===== config.mk =====
export PLATFORM = sky130hd
export DESIGN_NAME = fifo_reader
export DESIGN_NICKNAME = d
export VERILOG_FILES = /design/src/rtl/fifo_pkg.sv /design/src/rtl/fifo_rd_checker.sv /design/src/rtl/fifo_reader.sv
export SDC_FILE = /design/constraint.sdc
export NUM_CORES = 1
export LEC_CHECK = 0
export BUFFER_PORTS_ARGS = -buffer_cell sky130_fd_sc_hd__buf_2
export CAP_MARGIN = 20
export CORE_AREA = 2 2 50 70
export CTS_CLUSTER_DIAMETER = 80
export DETAILED_ROUTE_END_ITERATION = 12
export DIE_AREA = 0 0 52 72
export GPL_ROUTABILITY_DRIVEN = 1
export PLACE_DENSITY = 0.7
export SLEW_MARGIN = 20
export SYNTH_ARGS = -nofsm -noshare
export SYNTH_HDL_FRONTEND = slang
export SYNTH_SLANG_ARGS = --single-unit

===== constraint.sdc =====
create_clock -name rd_clk -period 2 [get_ports rd_clk]
set_input_delay 0.1 -clock rd_clk [delete_from_list [all_inputs] [get_ports rd_clk]]
set_output_delay 0.1 -clock rd_clk [all_outputs]
set_load 0.05 [all_outputs]

===== src/rtl/fifo_pkg.sv =====
// Shared definitions for the FIFO reader: FSM state encoding, default
// parameter values and counter widths.
package fifo_pkg;

    typedef enum logic [1:0] {
        ST_IDLE = 2'd0,
        ST_RUN  = 2'd1,
        ST_ERR  = 2'd2
    } state_t;

    localparam int DEF_WIDTH  = 8;
    localparam int DEF_SEED   = 10;
    localparam int WORD_CNT_W = 16;
    localparam int ERR_CNT_W  = 8;

endpackage


===== src/rtl/fifo_rd_checker.sv =====
// Sequence checker: tracks the expected next word, flags popped words that
// break the +1 sequence and keeps a saturating mismatch count.
module fifo_rd_checker
    import fifo_pkg::*;
#(
    parameter int WIDTH = DEF_WIDTH,
    parameter int SEED  = DEF_SEED
) (
    input  logic                 i_clk,
    input  logic                 i_rst_n,
    input  logic                 i_pop,
    input  logic [WIDTH-1:0]     i_data,
    input  logic                 i_err_clr,
    output logic                 o_mismatch,
    output logic [ERR_CNT_W-1:0] o_err_cnt,
    output logic                 o_err_flag
);

    logic [WIDTH-1:0]     r_expected;
    logic [ERR_CNT_W-1:0] r_err_cnt;
    logic                 r_err_flag;
    logic                 w_mismatch;

    function automatic logic [ERR_CNT_W-1:0] sat_inc_err(input logic [ERR_CNT_W-1:0] v);
        return (&v) ? v : v + ERR_CNT_W'(1);
    endfunction

    assign w_mismatch = i_pop && (i_data != r_expected);

    // After every pop the next expected word follows the popped one, which
    // also resynchronises the sequence after a mismatch.
    always_ff @(posedge i_clk) begin
        if (!i_rst_n) begin
            r_expected <= WIDTH'(SEED);
            r_err_cnt  <= '0;
            r_err_flag <= 1'b0;
        end else begin
            if (i_pop)
                r_expected <= i_data + WIDTH'(1);
            if (w_mismatch)
                r_err_cnt <= sat_inc_err(r_err_cnt);
            if (i_err_clr)
                r_err_flag <= 1'b0;
            else if (w_mismatch)
                r_err_flag <= 1'b1;
        end
    end

    assign o_mismatch = w_mismatch;
    assign o_err_cnt  = r_err_cnt;
    assign o_err_flag = r_err_flag;

endmodule


===== src/rtl/fifo_reader.sv =====
// Show-ahead FIFO reader with a one-word output register and valid/ready
// handshake. Optional sequence checking is built when FIFO_READER_CHECK_EN is defined.
module fifo_reader
    import fifo_pkg::*;
#(
    parameter int WIDTH = DEF_WIDTH,
    parameter int SEED  = DEF_SEED
) (
    input  logic                  rd_clk,
    input  logic                  reset,
    input  logic                  en,
    input  logic [WIDTH-1:0]      fifo_data,
    input  logic                  fifo_empty,
    output logic                  fifo_rd_en,
    output logic [WIDTH-1:0]      out_data,
    output logic                  out_valid,
    input  logic                  out_ready,
    input  logic                  err_clr,
    output logic [WORD_CNT_W-1:0] word_cnt,
    output logic [ERR_CNT_W-1:0]  err_cnt,
    output logic                  err_flag
);

    state_t                r_state;
    state_t                w_next_state;
    logic [WIDTH-1:0]      r_out_data;
    logic                  r_out_valid;
    logic [WORD_CNT_W-1:0] r_word_cnt;
    logic                  w_pop;
    logic                  w_mismatch;

    function automatic logic [WORD_CNT_W-1:0] sat_inc_word(input logic [WORD_CNT_W-1:0] v);
        return (&v) ? v : v + WORD_CNT_W'(1);
    endfunction

    // Pop only when the output register is free or being emptied this cycle.
    assign w_pop = reset && (r_state == ST_RUN) && en && !fifo_empty
                   && (!r_out_valid || out_ready);

`ifdef FIFO_READER_CHECK_EN
    fifo_rd_checker #(
        .WIDTH (WIDTH),
        .SEED  (SEED)
    ) u_checker (
        .i_clk      (rd_clk),
        .i_rst_n    (reset),
        .i_pop      (w_pop),
        .i_data     (fifo_data),
        .i_err_clr  (err_clr),
        .o_mismatch (w_mismatch),
        .o_err_cnt  (err_cnt),
        .o_err_flag (err_flag)
    );
`else
    assign w_mismatch = 1'b0;
    assign err_cnt    = '0;
    assign err_flag   = 1'b0;
`endif

    always_ff @(posedge rd_clk) begin
        if (!reset)
            r_state <= ST_IDLE;
        else
            r_state <= w_next_state;
    end

    always_comb begin
        w_next_state = r_state;
        case (r_state)
            ST_IDLE: if (en) w_next_state = ST_RUN;
            ST_RUN: begin
                if (w_mismatch)
                    w_next_state = ST_ERR;
                else if (!en && !r_out_valid)
                    w_next_state = ST_IDLE;
            end
            ST_ERR:  if (err_clr) w_next_state = ST_IDLE;
            default: w_next_state = ST_IDLE;
        endcase
    end

    always_ff @(posedge rd_clk) begin
        if (!reset) begin
            r_out_data  <= '0;
            r_out_valid <= 1'b0;
            r_word_cnt  <= '0;
        end else begin
            if (w_pop) begin
                r_out_data  <= fifo_data;
                r_out_valid <= 1'b1;
                r_word_cnt  <= sat_inc_word(r_word_cnt);
            end else if (out_ready) begin
                r_out_valid <= 1'b0;
            end
        end
    end

    assign fifo_rd_en = w_pop;
    assign out_data   = r_out_data;
    assign out_valid  = r_out_valid;
    assign word_cnt   = r_word_cnt;

endmodule


==> results of run 1 <==
synth_stat cells, drive strengths merged:
| cell | instances | area, µm² |
|---|---|---|
| clkbuf | 4 | 25.0 |
| and3b | 1 | 10.0 |
| nor4b | 4 | 50.1 |
| nand2 | 33 | 124 |
| conb | 1 | 3.75 |
| nand3 | 4 | 30.0 |
| dfxtp | 26 | 521 |
| nand4 | 5 | 43.8 |
| mux2i | 6 | 60.1 |
| nand3b | 1 | 7.51 |
| and4b | 1 | 10.0 |
| and4 | 1 | 10.0 |
| o31ai | 6 | 45.0 |
| nand2b | 5 | 31.3 |
| or2 | 2 | 12.5 |
| and2 | 1 | 6.26 |
| a211oi | 1 | 12.5 |
| nor4 | 5 | 31.3 |
| a21oi | 18 | 90.1 |
| or4 | 5 | 37.5 |
| a31oi | 2 | 12.5 |
| ha | 1 | 12.5 |
| nor3 | 4 | 20.0 |
| or3 | 2 | 13.8 |
| buf | 11 | 83.8 |
| o21ai | 2 | 10.0 |
| nor3b | 1 | 7.51 |
| inv | 5 | 18.8 |
| nor2 | 2 | 7.51 |
critical path: stages, from the launching register on:
cell and delay, ns:
dfxtp_2 0.37, ha_1 0.20, and4_4 0.27, nor4b_4 0.31, buf_6 0.19, and4b_1 0.20, a211oi_2 0.20
worst max path at each step:
stage,start,end,slack [ns],depth (start not counted)
5_1_grt,word_cnt[0],word_cnt[15],0.03,6
3_5_place_dp,word_cnt[0],word_cnt[15],0.16,6
6_report,word_cnt[0],word_cnt[15],0.18,6
3_3_place_gp,word_cnt[0],word_cnt[15],0.17,6
2_1_floorplan,word_cnt[2],word_cnt[15],0.12,4
4_1_cts,r_state[0],fifo_rd_en,0.11,4
stage by stage:
step	cells	cell area (µm²)
6_report	244	1650
5_1_grt	244	1650
4_1_cts	244	1640
3_5_place_dp	240	1590
3_3_place_gp	240	1590
2_1_floorplan	168	1380
layer usage:
metal | GRT usage (%) | wire, µm | vias up
met1 | 20.2 | 1270 | 582
met4 | 8.19 | 65 | 0
met2 | 29.4 | 1550 | 35
li1 | - | - | 647
met3 | 1.23 | 134 | 6
met5 | 0 | 0 | -
cell families (layout without fill, tap and decap cells):
kind of cell,after synthesis,count (layout),share of synthesized area (%)
DFF,26,26,38.6
buffers and inverters,20,57,9.47
AOI/OAI and AO/OA,29,29,12.6
other,1,9,0.278
adders and majority gates,1,1,0.928
and+or+nand+nor,77,77,33.6
muxes,6,6,4.46
layout make-up:
type	instances	area, µm²
Fill cell	312	1440
Timing Repair Buffer	48	269
Sequential cell	26	523
Multi-Input combinational cell	122	731
Clock buffer	4	55.1
Inverter	5	22.5
Tap cell	39	48.8
flip-flops by register name, indices dropped and copies added, names as in the netlist:
name	flops
word_cnt	16
out_data	8
out_valid	1
r_state	1
power groups by stage:
stage                     combinational, mW  sequential [mW]  clock, mW
after CTS                            0.0880            0.524      0.347
after global routing                 0.0945            0.524      0.362
final                                0.0875            0.524      0.331
after global placement               0.0871            0.536          0
after detailed placement             0.0880            0.536          0
after floorplan                      0.0730            0.546          0
==> PnR_summary.wiki, run 1 <==
{| class="wikitable"
! Metric !! Value
|-
| Commonest non-fill, non-tap cells in the layout || buf_2, nand2_1, dfxtp_1
|-
| Setup Total Neg Slack || 0 ns
|-
| VDD IR max || 0.400 mV
|-
| Part of the cycle the worst path needs || 90.9%
|-
| Register-to-register path setup slack || 0.18 ns
|-
| Clock root buffer master || clkbuf_8
|-
| Minimum clock period after layout || 1.82 ns
|-
| Post-CTS clock slew at the launch and capture registers of the worst setup and hold paths || 0.09 ns
|-
| Critical path endpoint category || flip-flop
|-
| Ratio of total power to cell area || 571 nW/µm²
|-
| Routed wire length || 3.03 mm
|-
| Average size of a mapped cell || 8.42 µm²
|-
| Sequential fraction of the synthesis area || 38.6%
|-
| Static power due to leakage || 0.669 nW
|-
| Mean routed wirelength per cell || 12.4 µm
|-
| Internal Pwr Total || 0.713 mW
|-
| Placer's final routability congestion estimate || 0.846
|-
| Count of buffers inserted at the top-level ports || 38
|-
| Cts bufs inserted || 3
|-
| Final net count || 221
|-
| First-pass GRT wire length || 4.93 mm
|-
| Proportion of power drawn by flip-flops and latches || 55.6%
|-
| Maximum level of the CTS H-tree || 1
|-
| Vias after detailed routing || 1270
|-
| Path category of the worst min-delay check || in2reg
|-
| Kind of start point of the critical path || flip-flop
|-
| DR pass1 iterations || 4
|-
| Synthesized instance count || 160
|-
| Net switching fraction of the power || 24.3%
|-
| Global route overflow || 0
|-
| Max-Slew Margin vs Limit || 58.0%
|-
| Critical R2R Capture || word_cnt[15]
|-
| Maximum number of pins on one net before global-route repair || 21
|-
| Worst-margin pin slew || 0.630 ns
|-
| Die boundary width || 52 µm
|-
| Resize count post-CTS || 0
|-
| Most common library cell in the layout ignoring fill and taps || buf_2
|-
| Ratio of routed vias to standard cells || 5.20
|-
| ANT nets after route || 0
|-
| Antenna diode count || 0
|-
| Comb pwr share || 9.3%
|-
| Max Cap Violations || 0
|-
| Required time reported for the critical path endpoint || 2.19 ns
|-
| Clock latency at the later pin of the worst-skew pair || 0.26 ns
|-
| Worst Setup Path Type || reg2reg
|-
| Core region area || 3090 µm²
|-
| Startpoint of the most critical register-to-register path || word_cnt[0]
|-
| Number of hold violations in the final report || 0
|-
| Synth-to-layout area growth || 22.4%
|-
| Fraction of layout instances using a drive strength above 1 || 31.7%
|-
| Number of rows created at floorplan || 24
|-
| Initial antenna violation count || 0
|-
| Clk pwr share || 35.1%
|-
| Run status || finished, final reports clean
|-
| Number of buffers on the longest clock path || 2
|-
| DRC Markers || 0
|-
| Cell depth of the worst flop-to-flop path || 6
|-
| Placement Setup Slack || 0.161 ns
|-
| Cell area after synthesis || 1350 µm²
|-
| Minimum hold slack || 0.0529 ns
|-
| DP Wirelength || 2.29 mm
|-
| Initial core utilization || 43.6%
|-
| Vias in the first global route || 1150
|-
| Area of the die || 3740 µm²
|-
| Initial DRC Count || 30
|-
| Final worst clock skew || 0.00391 ns
|-
| Total power after layout || 0.942 mW
|-
| CTS tree || yes
|-
| Overall track demand over capacity in global routing || 16.8%
|-
| Register bit count reported by yosys || 26
|-
| Count of clock tree sinks || 26
|-
| Highest attainable clock frequency || 0.550 GHz
|-
| Num ports || 49
|-
| DIE HEIGHT || 72 µm
|-
| Number of buffers added to fix hold violations after cts || 0
|-
| Number of failing setup endpoints in the final timing report || 0
|-
| Post-CTS Setup Inserts || 0
|-
| Warning count from the yosys run || 0
|-
| Post-layout util || 53.3%
|-
| Final Max Slew Viols || 0
|-
| Reported net switching power || 0.228 mW
|-
| Setup repair after global routing missed its margin || false
|-
| Crit path arrival time || 2.01 ns
|-
| Hold_sp || en
|-
| Biggest fanout along the worst timing path || 10
|-
| Post-route worst setup slack || 0.182 ns
|-
| Worst Hold Depth || 3
|-
| Capture endpoint of the worst hold path || r_state[0]
|-
| Count of unique library cells instantiated by Yosys || 37
|}
Note: power is estimated with default switching activity, not from simulation.
==> run 2, diff against run 1 <==
- ABC_AREA: not set -> 1
- CORE_AREA: 2 2 50 70 -> 2 2 52 74
- DIE_AREA: 0 0 52 72 -> 0 0 54 76
- PLACE_DENSITY: 0.7 -> 0.69
==> PnR_summary.wiki, run 2 <==
{| class="wikitable"
! Metric !! Value
|-
| Run status || finished, final reports clean (unchanged)
|-
| Placer's final routability congestion estimate || 0.878 (was 0.846)
|-
| Post-route worst setup slack || 0.341 ns (was 0.182 ns)
|-
| Critical R2R Capture || word_cnt[11] (was word_cnt[15])
|-
| Worst path slowest cell || dfxtp_1 (was dfxtp_2)
|-
| Mean routed wirelength per cell || 11.1 µm (was 12.4 µm)
|-
| Number of failing setup endpoints in the final timing report || 0 (unchanged)
|-
| Initial antenna violation count || 0 (unchanged)
|-
| Number of hold violations in the final report || 0 (unchanged)
|-
| Cells along the critical path || inv_1 -> nor2_4 -> nand3_4 -> inv_2 -> buf_2 (was ha_1 -> and4_4 -> nor4b_4 -> buf_6 -> and4b_1 -> a211oi_2)
|-
| Cts bufs inserted || 3 (unchanged)
|-
| Static power due to leakage || 0.770 nW (was 0.669 nW)
|-
| Post-layout util || 49.8% (was 53.3%)
|-
| Number of buffers on the longest clock path || 2 (unchanged)
|-
| Highest attainable clock frequency || 0.603 GHz (was 0.550 GHz)
|-
| Sequential fraction of the synthesis area || 34.8% (was 38.6%)
|-
| Cell depth of the worst flop-to-flop path || 8 (was 6)
|-
| Flip-flop count of the largest register after layout || 16 (unchanged)
|-
| Resize count post-CTS || 0 (unchanged)
|-
| Final worst clock skew || 0.00161 ns (was 0.00391 ns)
|-
| DP Wirelength || 2.48 mm (was 2.29 mm)
|-
| Flip-flop cell with the highest count after synthesis || dfxtp_1 (unchanged)
|-
| Required time reported for the critical path endpoint || 1.90 ns (was 2.19 ns)
|-
| Final Max Slew Viols || 0 (unchanged)
|-
| Vias in the first global route || 1221 (was 1150)
|-
| Total power after layout || 1.07 mW (was 0.942 mW)
|-
| Fraction of registers with async set/reset || 0% (unchanged)
|-
| Area of the die || 4100 µm² (was 3740 µm²)
|-
| Setup Total Neg Slack || 0 ns (unchanged)
|-
| VDD IR max || 0.405 mV (was 0.400 mV)
|-
| Average size of a mapped cell || 6.77 µm² (was 8.42 µm²)
|-
| Antenna diode count || 0 (unchanged)
|-
| Num ports || 49 (unchanged)
|-
| Ratio of routed vias to standard cells || 4.72 (was 5.20)
|-
| Max-Slew Margin vs Limit || 59.7% (was 58.0%)
|-
| Maximum level of the CTS H-tree || 1 (unchanged)
|-
| Number of rows created at floorplan || 26 (was 24)
|-
| Warning count from the yosys run || 0 (unchanged)
|-
| DR pass1 iterations || 4 (unchanged)
|-
| Overall track demand over capacity in global routing || 17.3% (was 16.8%)
|-
| ANT nets after route || 0 (unchanged)
|-
| Maximum number of pins on one net before global-route repair || 17 (was 21)
|-
| DRC Markers || 0 (unchanged)
|-
| Cell area after placement || 1680 µm² (was 1590 µm²)
|-
| Register-to-register path setup slack || 0.40 ns (was 0.18 ns)
|-
| Count of clock tree sinks || 26 (unchanged)
|-
| Minimum clock period after layout || 1.66 ns (was 1.82 ns)
|-
| Startpoint of the most critical register-to-register path || word_cnt[0] (unchanged)
|-
| Count of unique library cells instantiated by Yosys || 27 (was 37)
|-
| Number of fill cells in the layout || 389 (was 312)
|-
| Initial core utilization || 42.6% (was 43.6%)
|-
| Finished layout cell area || 1750 µm² (was 1650 µm²)
|-
| Vias after detailed routing || 1417 (was 1270)
|-
| Cell area after synthesis || 1500 µm² (was 1350 µm²)
|-
| Clock root buffer master || clkbuf_8 (unchanged)
|-
| Routed wire length || 3.34 mm (was 3.03 mm)
|-
| Placement Setup Slack || 0.389 ns (was 0.161 ns)
|-
| Library cell with the highest instance count after synthesis || nand2_1 (unchanged)
|-
| Part of the cycle the worst path needs || 82.9% (was 90.9%)
|-
| Setup repair after global routing missed its margin || false (unchanged)
|-
| Most common library cell in the layout ignoring fill and taps || nand2_1 (was buf_2)
|-
| Fraction of layout instances using a drive strength above 1 || 26.7% (was 31.7%)
|-
| DIE HEIGHT || 76 µm (was 72 µm)
|-
| Worst Hold Depth || 3 (unchanged)
|-
| Largest cells by area after synthesis || dfxtp_1, nand2_1, nor2_1 (was dfxtp_1, nand2_1, a21oi_1)
|-
| Register bit count reported by yosys || 26 (unchanged)
|-
| Die boundary width || 54 µm (was 52 µm)
|-
| Clock latency at the later pin of the worst-skew pair || 0.28 ns (was 0.26 ns)
|-
| List of most frequent post-synthesis cells || nand2_1, nor2_1, dfxtp_1 (was nand2_1, dfxtp_1, a21oi_1)
|-
| Count of buffers inserted at the top-level ports || 38 (unchanged)
|-
| Top cell type's share of synthesized area || 34.8% (was 38.6%)
|-
| Dominant cell type by area after synthesis || dfxtp_1 (unchanged)
|-
| Number of buffers added to fix hold violations after cts || 0 (unchanged)
|-
| Kind of start point of the critical path || flip-flop (unchanged)
|-
| Crit path arrival time || 1.56 ns (was 2.01 ns)
|-
| Synthesized instance count || 221 (was 160)
|-
| Capture endpoint of the worst hold path || out_data[5] (was r_state[0])
|-
| Worst Setup Path Type || reg2out (was reg2reg)
|-
| Global route overflow || 0 (unchanged)
|-
| Hold_sp || fifo_data[5] (was en)
|-
| Critical Path Max Stage Delay || 0.36 ns (was 0.37 ns)
|-
| First-pass GRT wire length || 5.40 mm (was 4.93 mm)
|-
| Initial DRC Count || 34 (was 30)
|-
| Path category of the worst min-delay check || in2reg (unchanged)
|-
| Post-CTS Setup Inserts || 0 (unchanged)
|-
| Critical path endpoint category || output port (was flip-flop)
|-
| Ratio of total power to cell area || 612 nW/µm² (was 571 nW/µm²)
|-
| Final net count || 274 (was 221)
|-
| Biggest fanout along the worst timing path || 14 (was 10)
|-
| Max Cap Violations || 0 (unchanged)
|-
| CTS tree || yes (unchanged)
|-
| Worst-margin pin slew || 0.605 ns (was 0.630 ns)
|-
| Number of synthesized flops with an enable pin || 0 (unchanged)
|-
| Synth-to-layout area growth || 16.8% (was 22.4%)
|-
| Post-CTS clock slew at the launch and capture registers of the worst setup and hold paths || 0.10 ns (was 0.09 ns)
|-
| Commonest non-fill, non-tap cells in the layout || nand2_1, buf_2, nor2_1 (was buf_2, nand2_1, dfxtp_1)
|-
| Core region area || 3510 µm² (was 3090 µm²)
|}
-- run 2: cell count changes in the layout (fill, tap and decap cells not counted), moves of 8 or more --
| cell | previous run | this run |
|---|---|---|
| buf_4 | 9 | 0 |
| inv_1 | 4 | 12 |
| nand2_1 | 33 | 71 |
| nand3_1 | 2 | 10 |
| nor2_1 | 2 | 31 |
-- run 2: metal layers --
layer | track usage [%] | vias up | routed length, µm
met5 | 0 | - | 0
met4 | 8.00 | 0 | 80
met3 | 2.35 | 9 | 147
met2 | 28.8 | 35 | 1710
met1 | 21.2 | 624 | 1400
li1 | - | 749 | -
-- run 2: critical path: cells and delay by family (launching register included) --
family | cells | cell delay [ns]
and+or+nand+nor | 2 | 0.29
buffers and inverters | 3 | 0.63
DFF | 1 | 0.36
-- run 2: stage by stage --
step | hold slack [ns] | cells
6_report | 0.0578 | 300
5_1_grt | 0.0670 | 300
4_1_cts | 0.0611 | 300
3_5_place_dp | 0.360 | 296
3_3_place_gp | 0.356 | 296
2_1_floorplan | 0.244 | 229
-- run 2: worst max-delay path by stage --
stage / slack (ns) / to / cells past startpoint / startpoint
6_report: 0.34 / fifo_rd_en / 5 / r_state[0]
5_1_grt: 0.22 / word_cnt[14] / 8 / word_cnt[0]
4_1_cts: 0.33 / fifo_rd_en / 5 / r_state[0]
3_5_place_dp: 0.39 / word_cnt[11] / 8 / word_cnt[0]
3_3_place_gp: 0.42 / word_cnt[3] / 8 / word_cnt[0]
2_1_floorplan: 0.20 / word_cnt[14] / 8 / word_cnt[0]
-- run 2: power by group --
part / internal [mW] / leakage, nW / switching [mW]
clock network: 0.268 / 0.0357 / 0.180
registers: 0.522 / 0.210 / 0.00315
logic: 0.0181 / 0.524 / 0.0787
total: 0.808 / 0.770 / 0.262
-- run 2: logic make-up after synthesis --
kind of cell / after synthesis / share of synthesized area [%]
AO/OA/AOI/OAI: 23 / 8.95
XOR/XNOR: 3 / 1.76
adder cells (fa/ha/maj): 1 / 0.836
buffers and inverters: 30 / 10.5
flip-flops: 26 / 34.8
other: 1 / 0.251
AND/OR/NAND/NOR: 137 / 43.0
-- run 2: final cells by class --
class                      instances  area [µm²]  area share (%)
timing repair buffer              38         190            10.9
clock buffer                       3        41.3            2.36
sequential                        26         520            29.8
multi-input combinational        173         850            48.6
tap                               42        52.6            3.01
clock inverter                     1        30.0            1.72
inverter                          17        63.8            3.65
==> run 3, diff against run 2 <==
- PLACE_DENSITY: 0.69 -> 0.72
- clock period: 2 -> 1.5 ns (I/O delays scaled with it)
==> PnR_summary.wiki, run 3 (synthesis gave the netlist of run 2 again) <==
{| class="wikitable"
! Metric !! Value
|-
| Max Cap Violations || 0 (unchanged)
|-
| Synth-to-layout area growth || 25.2% (was 16.8%)
|-
| Most common library cell in the layout ignoring fill and taps || nand2_1 (unchanged)
|-
| Required time reported for the critical path endpoint || 1.69 ns (was 1.90 ns)
|-
| Commonest non-fill, non-tap cells in the layout || nand2_1, buf_2, nor2_1 (unchanged)
|-
| Number of buffers added to fix hold violations after cts || 0 (unchanged)
|-
| Initial antenna violation count || 0 (unchanged)
|-
| Cells along the critical path || ha_4 -> nand2_2 -> nor2_4 -> nand2_2 -> nor2_2 -> nor2_2 -> buf_4 -> a21oi_1 -> nor2_1 (was inv_1 -> nor2_4 -> nand3_4 -> inv_2 -> buf_2)
|-
| Area of the die || 4100 µm² (unchanged)
|-
| Maximum level of the CTS H-tree || 1 (unchanged)
|-
| Post-CTS clock slew at the launch and capture registers of the worst setup and hold paths || 0.10 ns (about the same)
|-
| Fraction of layout instances using a drive strength above 1 || 36.8% (was 26.7%)
|-
| Ratio of routed vias to standard cells || 4.81 (was 4.72)
|-
| Vias in the first global route || 1292 (was 1221)
|-
| Critical Path Max Stage Delay || 0.37 ns (was 0.36 ns)
|-
| First-pass GRT wire length || 5.60 mm (was 5.40 mm)
|-
| Initial core utilization || 42.6% (unchanged)
|-
| Critical path endpoint category || flip-flop (was output port)
|-
| Num ports || 49 (unchanged)
|-
| Overall track demand over capacity in global routing || 18.0% (was 17.3%)
|-
| Minimum hold slack || 0.0296 ns (was 0.0578 ns)
|-
| Final net count || 285 (was 274)
|-
| Flip-flop count of the largest register after layout || 16 (unchanged)
|-
| Final worst clock skew || 0.00842 ns (was 0.00161 ns)
|-
| Post-CTS Setup Inserts || 0 (unchanged)
|-
| Worst Setup Path Type || reg2reg (was reg2out)
|-
| Clock latency at the later pin of the worst-skew pair || 0.29 ns (was 0.28 ns)
|-
| Count of buffers inserted at the top-level ports || 38 (unchanged)
|-
| Final Max Slew Viols || 0 (unchanged)
|-
| Number of fill cells in the layout || 358 (was 389)
|-
| Initial DRC Count || 11 (was 34)
|-
| Die boundary width || 54 µm (unchanged)
|-
| Core region area || 3510 µm² (unchanged)
|-
| Number of rows created at floorplan || 26 (unchanged)
|-
| Setup Total Neg Slack || 0 ns (unchanged)
|-
| VDD IR max || 0.416 mV (was 0.405 mV)
|-
| Mean routed wirelength per cell || 11.3 µm (was 11.1 µm)
|-
| Critical path buffers and inverters || 1 (was 3)
|-
| Vias after detailed routing || 1496 (was 1417)
|-
| Global route overflow || 0 (unchanged)
|-
| Cts bufs inserted || 3 (unchanged)
|-
| Maximum number of pins on one net before global-route repair || 16 (was 17)
|-
| Clock root buffer master || clkbuf_8 (unchanged)
|-
| DP Wirelength || 2.61 mm (was 2.48 mm)
|-
| Part of the cycle the worst path needs || 94.6%
|-
| Setup repair after global routing missed its margin || false (unchanged)
|-
| Kind of cell adding the most delay to the critical path || simple AND/OR/NAND/NOR gates (was buffers and inverters)
|-
| ANT nets after route || 0 (unchanged)
|-
| CTS tree || yes (unchanged)
|-
| Biggest fanout along the worst timing path || 10 (was 14)
|-
| Worst path slowest cell || dfxtp_4 (was dfxtp_1)
|-
| Placer's final routability congestion estimate || 0.854 (was 0.878)
|-
| DIE HEIGHT || 76 µm (unchanged)
|-
| DR pass1 iterations || 4 (unchanged)
|-
| Count of clock tree sinks || 26 (unchanged)
|-
| Antenna diode count || 0 (unchanged)
|-
| Ratio of total power to cell area || 735 nW/µm² (was 612 nW/µm²)
|-
| Path category of the worst min-delay check || in2reg (unchanged)
|-
| Number of failing setup endpoints in the final timing report || 0 (unchanged)
|-
| Run status || finished, final reports clean (unchanged)
|-
| Minimum clock period after layout || 1.42 ns
|-
| Static power due to leakage || 0.829 nW (was 0.770 nW)
|-
| Routed wire length || 3.50 mm (was 3.34 mm)
|-
| Number of buffers on the longest clock path || 2 (unchanged)
|-
| DRC Markers || 0 (unchanged)
|-
| Number of hold violations in the final report || 0 (unchanged)
|-
| Crit path arrival time || 1.61 ns (was 1.56 ns)
|-
| Kind of start point of the critical path || flip-flop (unchanged)
|-
| Highest attainable clock frequency || 0.704 GHz
|}
==> run 3: changes by cell type in the layout (fill, tap and decap cells not counted), sizes merged <==
cell	previous run	this run
clkbuf	3	4
bufinv	1	0
buf	38	49
==> run 3: cell type report <==
| class | instances | area (µm²) | area share (%) |
|---|---|---|---|
| Clock buffer | 4 | 66.3 | 3.54 |
| Multi-Input combinational cell | 173 | 867 | 46.3 |
| Inverter | 17 | 66.3 | 3.54 |
| Timing Repair Buffer | 49 | 275 | 14.7 |
| Tap cell | 42 | 52.6 | 2.81 |
| Sequential cell | 26 | 546 | 29.1 |
==> run 3: worst min-delay path: cells and delay by family <==
| family | cells | cell delay, ns |
|---|---|---|
| buffers and inverters | 1 | 0.09 |
| AO/OA/AOI/OAI | 1 | 0.05 |
| AND/OR/NAND/NOR | 1 | 0.05 |
==> run 3: final timing paths <==
kind / start / cells after the start / endpoint / slack, ns
worst max register to register: word_cnt[0] / 9 / word_cnt[2] / 0.08
worst max-delay path: word_cnt[0] / 9 / word_cnt[2] / 0.08
worst min register to register: out_data[6] / 2 / out_data[6] / 0.47
worst min-delay path: fifo_data[6] / 3 / out_data[6] / 0.03
==> run 3: metrics by stage <==
| stage | worst slack, ns | power [mW] | instances | utilization, % | cell area [µm²] |
|---|---|---|---|---|---|
| after detailed placement | 0.0273 | 0.850 | 307 | 50.8 | 1780 |
| after global placement | 0.0739 | 0.850 | 307 | 50.8 | 1780 |
| after CTS | 0.00750 | 1.38 | 311 | 52.7 | 1850 |
| after floorplan | 0.0317 | 0.833 | 229 | - | 1550 |
| final | 0.0804 | 1.38 | 311 | 53.3 | 1870 |
| after global routing | 0.0192 | 1.42 | 311 | 53.3 | 1870 |
==> run 3: layer usage <==
| metal | wire [µm] | GRT usage [%] | vias up |
|---|---|---|---|
| li1 | - | - | 775 |
| met1 | 1440 | 20.8 | 671 |
| met2 | 1820 | 29.9 | 43 |
| met3 | 135 | 2.55 | 7 |
| met4 | 106 | 11.0 | 0 |
| met5 | 0 | 0 | - |
==> run 3: report_power, final <==
part | leakage (nW) | switching, mW | internal (mW) | total [mW]
Sequential | 0.219 | 0.00379 | 0.693 | 0.696
Clock | 0.0339 | 0.250 | 0.291 | 0.541
Combinational | 0.577 | 0.108 | 0.0315 | 0.139
Total | 0.829 | 0.362 | 1.02 | 1.38
==> run 3: what timing repair did <==
| item | in CTS | in global routing |
|---|---|---|
| resized for setup | 1 | 5 |
| endpoints found under the setup margin | 1 | 10 |
| pin swaps | 0 | 1 |
